**config.mk**
```make
export PLATFORM = sky130hd
export DESIGN_NAME = reg_writeback
export DESIGN_NICKNAME = d
export VERILOG_FILES = /design/src/rtl/reg_writeback.sv
export SDC_FILE = /design/constraint.sdc
export NUM_CORES = 1
export LEC_CHECK = 0
export CAP_MARGIN = 20
export CORE_UTILIZATION = 40
export CTS_CLUSTER_DIAMETER = 150
export DETAILED_ROUTE_END_ITERATION = 7
export PLACE_DENSITY_LB_ADDON = 0.1
export SLEW_MARGIN = 20
export SYNTH_ARGS = -nofsm -noshare
export SYNTH_HDL_FRONTEND = slang
export SYNTH_SLANG_ARGS = --single-unit
```
**constraint.sdc**
```tcl
create_clock -name i_clk -period 2 [get_ports i_clk]
set_input_delay 0.4 -clock i_clk [delete_from_list [all_inputs] [get_ports i_clk]]
set_output_delay 0.4 -clock i_clk [all_outputs]
set_load 0.01 [all_outputs]
```
**src/rtl/reg_writeback.sv**
```systemverilog
// Writeback stage: retires Ex results and load responses onto the register-file write port.
// Latency: one cycle to o_int_reg_wb; o_stall holds upstream while a load is outstanding or draining.
module reg_writeback #(
    parameter int XLEN = 32
) (
    input  logic              i_clk,
    input  logic              i_rst_n,
    input  logic              i_flush,
    input  logic              i_ex_valid,
    input  logic              i_ex_rd_valid,
    input  logic [4:0]        i_ex_rd_idx,
    input  logic              i_ex_is_load,
    input  logic [XLEN-1:0]   i_ex_data,
    input  logic              i_ld_valid,
    input  logic [XLEN-1:0]   i_ld_data,
    output logic              o_stall,
    output logic [XLEN+5:0]   o_int_reg_wb,
    output logic [31:0]       o_busy_mask,
    output logic [31:0]       o_retire_cnt
);

    typedef enum logic [1:0] {
        IDLE    = 2'd0,
        WAIT_LD = 2'd1,
        DRAIN   = 2'd2
    } state_t;

    state_t            state_q, state_d;
    logic              wb_vld_q, wb_vld_d;
    logic [4:0]        wb_idx_q, wb_idx_d;
    logic [XLEN-1:0]   wb_dat_q, wb_dat_d;
    logic [31:0]       busy_q, busy_d;
    logic [31:0]       retire_cnt_q, retire_cnt_d;
    logic              ld_rd_vld_q, ld_rd_vld_d;
    logic [4:0]        ld_rd_idx_q, ld_rd_idx_d;
    logic              ex_writes_rd;

    // x0 is hardwired zero, so a write to it is never presented to the register file.
    assign ex_writes_rd = i_ex_rd_valid && (i_ex_rd_idx != 5'd0);

    always_comb begin
        state_d      = state_q;
        wb_vld_d     = 1'b0;
        wb_idx_d     = wb_idx_q;
        wb_dat_d     = wb_dat_q;
        busy_d       = busy_q;
        retire_cnt_d = retire_cnt_q;
        ld_rd_vld_d  = ld_rd_vld_q;
        ld_rd_idx_d  = ld_rd_idx_q;

        case (state_q)
            IDLE: begin
                if (i_ex_valid && !i_flush) begin
                    if (i_ex_is_load) begin
                        state_d     = WAIT_LD;
                        ld_rd_vld_d = ex_writes_rd;
                        ld_rd_idx_d = i_ex_rd_idx;
                        busy_d      = ex_writes_rd ? (32'd1 << i_ex_rd_idx) : 32'd0;
                    end else begin
                        wb_vld_d     = ex_writes_rd;
                        wb_idx_d     = i_ex_rd_idx;
                        wb_dat_d     = i_ex_data;
                        retire_cnt_d = retire_cnt_q + 32'd1;
                    end
                end
            end
            WAIT_LD: begin
                if (i_flush) begin
                    // A response coinciding with the flush is dropped outright; otherwise wait to swallow it.
                    busy_d  = 32'd0;
                    state_d = i_ld_valid ? IDLE : DRAIN;
                end else if (i_ld_valid) begin
                    wb_vld_d     = ld_rd_vld_q;
                    wb_idx_d     = ld_rd_idx_q;
                    wb_dat_d     = i_ld_data;
                    busy_d       = 32'd0;
                    retire_cnt_d = retire_cnt_q + 32'd1;
                    state_d      = IDLE;
                end
            end
            DRAIN: begin
                if (i_ld_valid) begin
                    state_d = IDLE;
                end
            end
            default: begin
                state_d = IDLE;
                busy_d  = 32'd0;
            end
        endcase
    end

    always_ff @(posedge i_clk) begin
        if (!i_rst_n) begin
            state_q      <= IDLE;
            wb_vld_q     <= 1'b0;
            wb_idx_q     <= 5'd0;
            wb_dat_q     <= '0;
            busy_q       <= 32'd0;
            retire_cnt_q <= 32'd0;
            ld_rd_vld_q  <= 1'b0;
            ld_rd_idx_q  <= 5'd0;
        end else begin
            state_q      <= state_d;
            wb_vld_q     <= wb_vld_d;
            wb_idx_q     <= wb_idx_d;
            wb_dat_q     <= wb_dat_d;
            busy_q       <= busy_d;
            retire_cnt_q <= retire_cnt_d;
            ld_rd_vld_q  <= ld_rd_vld_d;
            ld_rd_idx_q  <= ld_rd_idx_d;
        end
    end

    assign o_stall      = (state_q != IDLE);
    assign o_int_reg_wb = {wb_vld_q, wb_idx_q, wb_dat_q};
    assign o_busy_mask  = busy_q;
    assign o_retire_cnt = retire_cnt_q;

endmodule

```
==> impl_results.md, run 1 <==
- Largest area contributor in the synthesized netlist: dfxtp_1
- Final Instance Area: 7470 µm²
- Worst relative slew slack: 68.9%
- Top_reg_cell synth: dfxtp_1
- Hold Fails Final Rpt: 0
- Placer Congestion: 0.866
- Via count: 4819
- Clock tree from TritonCTS: built
- Pins Over Slew Limit: 0
- Clk buf depth: 2
- Starting density of the core: 41.6%
- YS warnings: 0
- Met2 global-route usage: 38.3%
- Mapped Cells: 537
- Top area cells in the synthesized netlist: dfxtp_1, mux2i_1, a211oi_1
- Fmax: 511 MHz
- GRT busiest layer: met2
- Mapped Area: 4810 µm²
- WL/cell: 16.4 µm
- Total CTS buffers: 9
- Final nets: 804
- GR Util All Layers: 22.9%
- GR Util met1: 28.2%
- First-pass GRT wire length: 23200 µm
- Fin crit share: 97.9%
- Placed Area: 7010 µm²
- Largest net degree at the start of global routing: 40
- Core area: 11600 µm²
- Nature of the critical path endpoint: flop
- Die width: 112 µm
- Cell variety after synth: 42
- CTS clk-pin slew, worst paths: 0.07 ns
- Final setup viols: 0
- Met3 GRT Util: 5.88%
- Period minus WS final: 1.96 ns
- Synthesized Nets: 614
- Number of fillers in the final layout: 1023
- WL final: 14400 µm
- Max FO, Critical Path: 7
- Worst-Margin Slew: 0.463 ns
- Min-Delay Path Class: reg -> reg
- Area of the multi-input gates: 2520 µm²
- Status: complete, but fails checks
- Diodes inserted: 0
- Initial DRC Count: 249
- IO Count: 179
- R2R setup slack: 0.04 ns
- First-pass DRT Iterations: 7
- Clk sinks: 110
- CP Class: reg -> reg
- Share of cells above drive strength 1: 12.9%
- Syn Area/Cell: 8.97 µm²
- Die ar.: 12500 µm²
- Floorplan row count: 39
- Root Driver: clkbuf_16
- Dpl hpwl: 9890 µm
- Clk Latency, worst-skew pair: 0.34 ns
- Synth-to-Final Area Change: 55.1%
- Post-synth EDFFs: 0
- Seq/Total Area, Yosys: 45.7%
- Input/output buffers: 178
- CP startpoint kind: flop
- Leakage power: 2.77 nW
- Required @ worst endpoint: 2.28 ns
- Hold-fix buffers, CTS: 0
- Number of global-route vias before repair: 4607
- Arr. time, crit path: 2.24 ns
- Top cell type's share of synthesized area: 45.7%
- Sequential cell area: 2200 µm²
- Max VDD drop: 0.347 mV
- #FFs+latches synth: 110
- Grt total ovfl: 0
- Antenna violations before repair: 0
- Final Skew: 0.00737 ns
- # DRC: 20
- Vias per std cell: 5.51
- Antenna Violating Nets Remaining: 0
- Failing checks: DRC
- Die Y: 112 µm
- Pwr dens: 610 nW/µm²
- H-tree levels: 3
- PnR Total Power: 4.55 mW
- # Max-Cap Violations: 0
- Asr flop ratio synth: 0%
## path summary, 6_finish.rpt
kind	to	cells past startpoint	startpoint
worst max-delay path	o_retire_cnt[29]$_SDFFE_PN0P_	5	state_q[0]$_SDFFE_PN0P_
worst min-delay path	o_busy_mask[26]$_SDFFE_PN0P_	2	o_busy_mask[26]$_SDFFE_PN0P_
worst max register to register	o_retire_cnt[29]$_SDFFE_PN0P_	5	state_q[0]$_SDFFE_PN0P_
worst min register to register	o_busy_mask[26]$_SDFFE_PN0P_	2	o_busy_mask[26]$_SDFFE_PN0P_
## cell type report
type                       count  share of cell area [%]
timing repair buffer         227                    30.5
multi-input combinational    374                    33.7
tap                          143                    2.40
clock inverter                 1                  0.0670
clock buffer                  14                    3.54
sequential                   110                    29.5
inverter                       5                   0.251
## state kept, by name (all words and copies together), names as in the netlist
register and flops:
ld_rd_idx_q 5, ld_rd_vld_q 1, o_busy_mask 32, o_retire_cnt 32
state_q 2, wb_dat_q 32, wb_idx_q 5, wb_vld_q 1
## layout by cell type, fill, tap and decap left out, types with 11 or more instances in the layout
master | Yosys | routed
nand4_1 | 12 | 12
a21oi_1 | 49 | 41
nand2_1 | 34 | 32
clkdlybuf4s50_1 | 0 | 175
a32o_1 | 11 | 11
nand3_1 | 27 | 26
mux2i_1 | 44 | 44
o31ai_1 | 18 | 16
nor2_1 | 53 | 53
a211oi_1 | 38 | 38
dfxtp_1 | 110 | 109
buf_4 | 1 | 40
or4_1 | 18 | 11
## power breakdown
part / internal, mW / leakage (nW) / total (mW) / switching (mW)
combinational: 0.351 / 1.75 / 0.626 / 0.275
sequential: 2.24 / 0.892 / 2.27 / 0.0259
clock: 0.907 / 0.133 / 1.66 / 0.753
total: 3.50 / 2.77 / 4.55 / 1.05
## synthesized netlist by cell type (all sizes together) (2+ instances only)
cell    instances
or3             6
and4            7
xnor2           3
a211o           2
nand3          27
nand4          12
and3            4
dfxtp         110
o21ai           7
a21boi          2
or3b            2
inv             5
nor2           53
o21a            3
a32o           11
buf             9
clkbuf         41
or2             2
a21oi          49
or4            18
mux2i          44
o31a            3
and2            3
nor4            3
nor3            6
nand2          34
a211oi         38
nor3b           4
nand2b          2
and3b           3
o31ai          18
## through the flow
| stage | TNS [ns] | hold WS, ns | util [%] | worst slack [ns] | instances |
|---|---|---|---|---|---|
| global route | -0.00572 | 0.479 | 64.6 | -0.00572 | 874 |
| detailed placement | -22.81 | 0.444 | 60.6 | -0.522 | 854 |
| finish | 0 | 0.451 | 64.6 | 0.0427 | 874 |
| CTS | 0 | 0.454 | 63.9 | 0.00663 | 874 |
| global placement | -21.09 | 0.445 | 60.6 | -0.460 | 854 |
| floorplan | 0 | 0.460 | - | 0.00843 | 537 |
## worst max-delay path, cell delays in order (launching register included)
cell and delay (ns):
dfxtp_2 0.32, or3b_4 0.44, a211o_4 0.40, buf_12 0.15, or4_4 0.46, a21oi_1 0.12
## layer usage
metal  wire [µm]  vias to the layer above
met1        6230                     2240
met4         166                        0
li1            -                     2373
met3        1270                       13
met2        6690                      193
met5           0                        -
## timing repair
item | CTS | global route
cloned | 4 | 0
endpoints found under the setup margin | 22 | 14
resized for setup | 7 | 20
buffers inserted | 1 | 0
pin swaps | 7 | 15
## logic make-up (layout without fill, tap and decap cells)
| kind of cell | Yosys count | count (layout) | synth area share [%] |
|---|---|---|---|
| compound gates | 134 | 136 | 18.9 |
| mux | 45 | 45 | 9.38 |
| fa+ha+maj | 1 | 1 | 0.260 |
| flops | 110 | 110 | 45.7 |
| simple gates | 189 | 189 | 20.5 |
| buf+inv | 55 | 247 | 4.70 |
| xor+xnor | 3 | 3 | 0.546 |
Power figures use the tool's default switching activity.
==> run 2, diff against run 1 <==
ABC_AREA = 1   (was not set)
CORE_UTILIZATION = 41   (was 40)
==> run 2 against run 1 <==
The flow now finishes without violations. Non-clock buffer count down 14. Combinational power is 36% higher. Maximum frequency up 2.0%. Worst hold slack worse by 0.0022 ns. Clock-buffer cell count decreased by 5. Global-route usage grew 1.7 points. Setup slack better by 0.038 ns. Die area rose by 1.3%. Sequential share of layout area up 0.48 points. Design area fell by 1.6%. Wire length rose by 7.3%. Clock skew down 0.0025 ns. Largest power group unchanged.
==> impl_results.md, run 2 <==
- H-tree levels: 3
- WP buf/inv: 2
- Die Y: 112 µm
- WL/cell: 14.6 µm
- Vias per std cell: 5.24
- CP Class: reg -> out
- Fin worst setup slack: 0.0804 ns
- #FFs+latches synth: 110
- Most common cell in the netlist: nand2_1
- Largest area contributor in the synthesized netlist: dfxtp_1
- NetSw: 1.32 mW
- Reg power frac: 47.9%
- CP peak stage delay: 0.58 ns
- CTS clk-pin slew, worst paths: 0.07 ns
- Final nets: 983
- Clk buf depth: 2
- Worst relative slew slack: 47.7%
- YS warnings: 0
- Max FO, Critical Path: 5
- Placed cells: 1036
- Leakage power: 2.80 nW
- Clock share of power: 34.8%
- Cell family with most CP delay: buffers and inverters
- Die width: 112 µm
- R2R setup slack: 0.21 ns
- Cell variety after synth: 31
- Final std cells w/o fill: 1054
- CP startpoint kind: flop
- Max stage delay cell, worst path: clkdlybuf4s50_1
- Core area: 11700 µm²
- Placer Congestion: 0.891
- Synthesized Nets: 798
- GR Util All Layers: 24.6%
- Worst-Margin Slew: 0.784 ns
- Commonest cells in the netlist: nand2_1, dfxtp_1, nor2_1
- First-pass DRT Iterations: 4
- WL final: 15400 µm
- Root Driver: clkbuf_16
- Pins Over Slew Limit: 0
- Fmax: 521 MHz
- # DRC: 0
- PnR Total Power: 4.91 mW
- Number of global-route vias before repair: 5201
- Clk Latency, worst-skew pair: 0.35 ns
- First-pass GRT wire length: 25100 µm
- Largest net degree at the start of global routing: 84
- Logic pwr share: 17.3%
- Top cell type's share of synthesized area: 44.1%
- Via count: 5523
- Mapped Cells: 721
- Post-synth EDFFs: 0
- Share of cells above drive strength 1: 7.35%
- Hold Fails Final Rpt: 0
- Clock tree from TritonCTS: built
- Hold WS: 0.449 ns
- IO Count: 179
- Diodes inserted: 0
- Commonest cells after routing, fill and taps aside: nand2_1, clkdlybuf4s50_1, dfxtp_1
- Grt total ovfl: 0
- Dpl hpwl: 11200 µm
- Max VDD drop: 0.385 mV
- Antenna violations before repair: 0
- Syn Area/Cell: 6.93 µm²
- Clk sinks: 110
- Synth-to-Final Area Change: 47.0%
- Area of the multi-input gates: 2410 µm²
- Sequential cell area: 2200 µm²
- Final setup viols: 0
- Pwr dens: 669 nW/µm²
- Total CTS buffers: 9
- Fin crit share: 96.0%
- Input/output buffers: 178
- Arr. time, crit path: 1.52 ns
- Seq/Total Area, Yosys: 44.1%
- Top_reg_cell synth: dfxtp_1
- Starting density of the core: 42.9%
- # Max-Cap Violations: 0
- Die ar.: 12600 µm²
- Required @ worst endpoint: 1.60 ns
- Unrepaired setup endpoints after global routing: false
- Most common cell after layout, fill and taps aside: nand2_1
- Switch share: 26.8%
- Top area cells in the synthesized netlist: dfxtp_1, nand2_1, nor2_1
- Nature of the critical path endpoint: output port
- Floorplan row count: 39
- Internal: 3.60 mW
- Antenna Violating Nets Remaining: 0
- Number of fillers in the final layout: 1074
- Min-Delay Path Class: reg -> reg
- Period minus WS final: 1.92 ns
- Initial DRC Count: 309
- Status: finished, final reports clean
- Pre-CTS setup slack: -0.110 ns
- Final Skew: 0.00484 ns
- Asr flop ratio synth: 0%
- Crit-path cells: nor2_4 > inv_1 > clkdlybuf4s50_1
- Mapped Area: 5000 µm²
==> run 2: final cells by class <==
type | count | area share [%]
multi-input cells | 520 | 32.8
well taps | 143 | 2.44
clock inverters | 7 | 0.766
repair buffers | 213 | 28.3
inverters | 52 | 2.66
clock buffers | 9 | 3.07
flip-flops and latches | 110 | 30.0
==> run 2: repair_timing <==
action / 4_1_cts / 5_1_grt
hold buffers: 0 / 0
buffers inserted: 0 / 2
endpoints found under the setup margin: 1 / 1
pin swaps: 0 / 1
gates resized for setup: 1 / 0
==> run 2: through the flow <==
stage	setup TNS, ns	utilization (%)	area, µm²
3_5_place_dp	-2.53	60.4	7050
2_1_floorplan	0	-	5000
4_1_cts	0	62.9	7330
6_report	0	63.0	7350
3_3_place_gp	-0.335	60.4	7050
5_1_grt	0	63.0	7350
==> run 2: worst min-delay path, delay by kind of cell (launching register included) <==
family / cells / cell delay [ns]
flops: 1 / 0.32
simple gates: 2 / 0.09
==> run 2: logic make-up (layout without fill, tap and decap cells) <==
| kind of cell | count (synthesis) | count (layout) | share of synthesized area, % |
|---|---|---|---|
| simple gates | 355 | 355 | 30.0 |
| buf+inv | 91 | 281 | 7.86 |
| xor+xnor | 2 | 2 | 0.351 |
| flops | 110 | 110 | 44.1 |
| fa+ha+maj | 1 | 1 | 0.250 |
| compound gates | 162 | 162 | 17.5 |
==> run 2: path summary, 6_finish.rpt <==
kind | start | to | cells after the start
setup / recovery | state_q[0]$_SDFFE_PN0P_ | o_stall | 3
hold / removal | o_busy_mask[0]$_SDFFE_PN0P_ | o_busy_mask[0]$_SDFFE_PN0P_ | 2
setup reg to reg | o_retire_cnt[0]$_SDFFE_PN0P_ | o_retire_cnt[12]$_SDFFE_PN0P_ | 11
hold reg to reg | o_busy_mask[0]$_SDFFE_PN0P_ | o_busy_mask[0]$_SDFFE_PN0P_ | 2
==> run 2: power by group through the flow <==
stage | registers [mW] | clock network (mW) | logic [mW]
finish | 2.35 | 1.71 | 0.849
global route | 2.36 | 1.84 | 0.923
CTS | 2.35 | 1.74 | 0.847
detailed placement | 2.40 | 0 | 0.841
global placement | 2.40 | 0 | 0.830
floorplan | 2.44 | 0 | 0.325
==> run 2: routing by layer <==
layer	vias up	wire [µm]	global-route usage, %
met5	-	0	0
met4	0	361	9.60
met3	30	773	3.56
met2	195	7450	42.7
met1	2527	6810	30.8
li1	2771	-	-
==> run 3, diff against run 2 <==
CORE_UTILIZATION = 45   (was 41)
clock period = 2.14 ns   (was 2 ns; I/O delays follow)
==> run 3 against run 2 <==
First-iteration DRC count shrank 0.65%. Combinational power shrank 7.7%. Die area shrank 8.7%. Highest routed layer unchanged. Setup slack gained 0.049 ns.
==> impl_results.md, run 3 (synthesis gave the netlist of run 2 again) <==
- CP startpoint kind: flop
- Fin crit share: 94.0%
- Startpoint of the worst hold path: i_rst_n
- Placed Area: 7010 µm²
- IO Count: 179
- Clk sinks: 110
- Setup TNS: 0 ns
- Unrepaired setup endpoints after global routing: false
- Commonest cells after routing, fill and taps aside: nand2_1, clkdlybuf4s50_1, dfxtp_1
- Crit-path cells: nor2_4 > inv_1 > clkdlybuf4s50_1
- Most common cell after layout, fill and taps aside: nand2_1
- Final Instance Area: 7240 µm²
- Leakage power: 2.74 nW
- Worst relative slew slack: 56.5%
- Number of global-route vias before repair: 5235
- WL final: 15300 µm
- Final Skew: 0.0185 ns
- Nature of the critical path endpoint: output port
- Hold WS: 0.420 ns
- Required @ worst endpoint: 1.71 ns
- Fmax: 497 MHz
- Grt total ovfl: 0
- Die ar.: 11500 µm²
- Status: finished, final reports clean
- Share of cells above drive strength 1: 6.43%
- CTS clk-pin slew, worst paths: 0.11 ns
- Antenna Violating Nets Remaining: 0
- Min-Delay Path Class: in -> reg
- Post-CTS setup buffer count: 0
- Clock tree from TritonCTS: built
- Reg power frac: 49.8%
- Number of fillers in the final layout: 969
- Max VDD drop: 0.377 mV
- Dpl hpwl: 11000 µm
- Largest net degree at the start of global routing: 52
- Final Util: 66.8%
- Clk Latency, worst-skew pair: 0.39 ns
- Worst Setup SP: state_q[1]$_SDFFE_PN0P_
- Final nets: 974
- Max stage delay cell, worst path: clkdlybuf4s50_1
- Synth-to-Final Area Change: 44.9%
- WP buf/inv: 2
- Worst-Margin Slew: 0.651 ns
- Period minus WS final: 2.01 ns
- # DRC: 0
- GR Util All Layers: 27.0%
- Floorplan row count: 38
- First-pass DRT Iterations: 5
- Switch share: 25.9%
- Die width: 107 µm
- R2r startpoint: o_retire_cnt[0]$_SDFFE_PN0P_
- Final setup viols: 0
- Pins Over Slew Limit: 0
- Logic pwr share: 17.8%
- Hold Fails Final Rpt: 0
- Die Y: 107 µm
- Pwr dens: 610 nW/µm²
- Input/output buffers: 178
- Vias per std cell: 5.27
- Arr. time, crit path: 1.58 ns
- Clock share of power: 32.4%
- # Max-Cap Violations: 0
- Internal: 3.27 mW
- Placer Congestion: 0.883
- CP Class: reg -> out
- NetSw: 1.14 mW
- Total CTS buffers: 9
- Via count: 5494
- CP peak stage delay: 0.50 ns
- First-pass GRT wire length: 24800 µm
- PnR Total Power: 4.41 mW
- Clk buf depth: 2
- Starting density of the core: 46.1%
- Antenna violations before repair: 1
- H-tree levels: 3
- Max FO, Critical Path: 8
- Cell family with most CP delay: buffers and inverters
- Root Driver: clkbuf_8
- Core area: 10800 µm²
- WL/cell: 14.6 µm
- Initial DRC Count: 307
run 3: changes by cell type in the layout (fill, tap and decap cells not counted), sizes merged:
cell    previous run  this run
clkinv             6         4
buf               36        27
clkbuf             9        11
bufinv             0         2
inv               52        50
diode              0         1
run 3: path summary, 6_finish.rpt:
kind	to	slack, ns	depth (start not counted)
hold / removal	o_retire_cnt[20]$_SDFFE_PN0P_	0.42	3
setup reg to reg	o_retire_cnt[22]$_SDFFE_PN0P_	0.32	10
setup / recovery	o_stall	0.13	3
hold reg to reg	o_busy_mask[0]$_SDFFE_PN0P_	0.44	2
run 3: power groups by stage:
stage	clock [mW]	combinational [mW]	sequential, mW
after floorplan	0	0.304	2.28
after global placement	0	0.767	2.24
after detailed placement	0	0.779	2.24
after CTS	1.45	0.786	2.20
after global routing	1.54	0.854	2.21
final	1.43	0.784	2.20
run 3: timing repair:
action / 4_1_cts / 5_1_grt
resized for setup: 0 / 1
hold buffers: 0 / 0
endpoints found under the setup margin: 0 / 1
run 3: per-layer routing:
layer  vias to the layer above  share of wire [%]  global-route usage (%)
met3                        34                4.9                    4.36
li1                       2759                  -                       -
met2                       178                 48                    45.8
met4                         0                3.4                    13.7
met5                         -                  0                       0
met1                      2523                 43                    33.0
run 3: cell type report:
type	instances	area [µm²]	share of cell area (%)
Clock buffer	11	151	2.09
Timing Repair Buffer	204	2020	27.9
Sequential cell	110	2200	30.4
Antenna cell	1	2.50	0.0346
Multi-Input combinational cell	520	2410	33.3
Tap cell	140	175	2.42
Clock inverter	5	81.3	1.12
Inverter	52	195	2.70
run 3: tightest hold or removal path, delay by kind of cell:
family	cells	cell delay, ns
buffers and inverters	2	0.28
and+or+nand+nor	1	0.07
run 3: metrics by stage:
step | setup slack, ns | cells
3_3_place_gp | 0.00192 | 1026
5_1_grt | 0.0581 | 1043
6_report | 0.129 | 1043
3_5_place_dp | -0.0426 | 1026
4_1_cts | 0.0379 | 1042
2_1_floorplan | 0.569 | 721
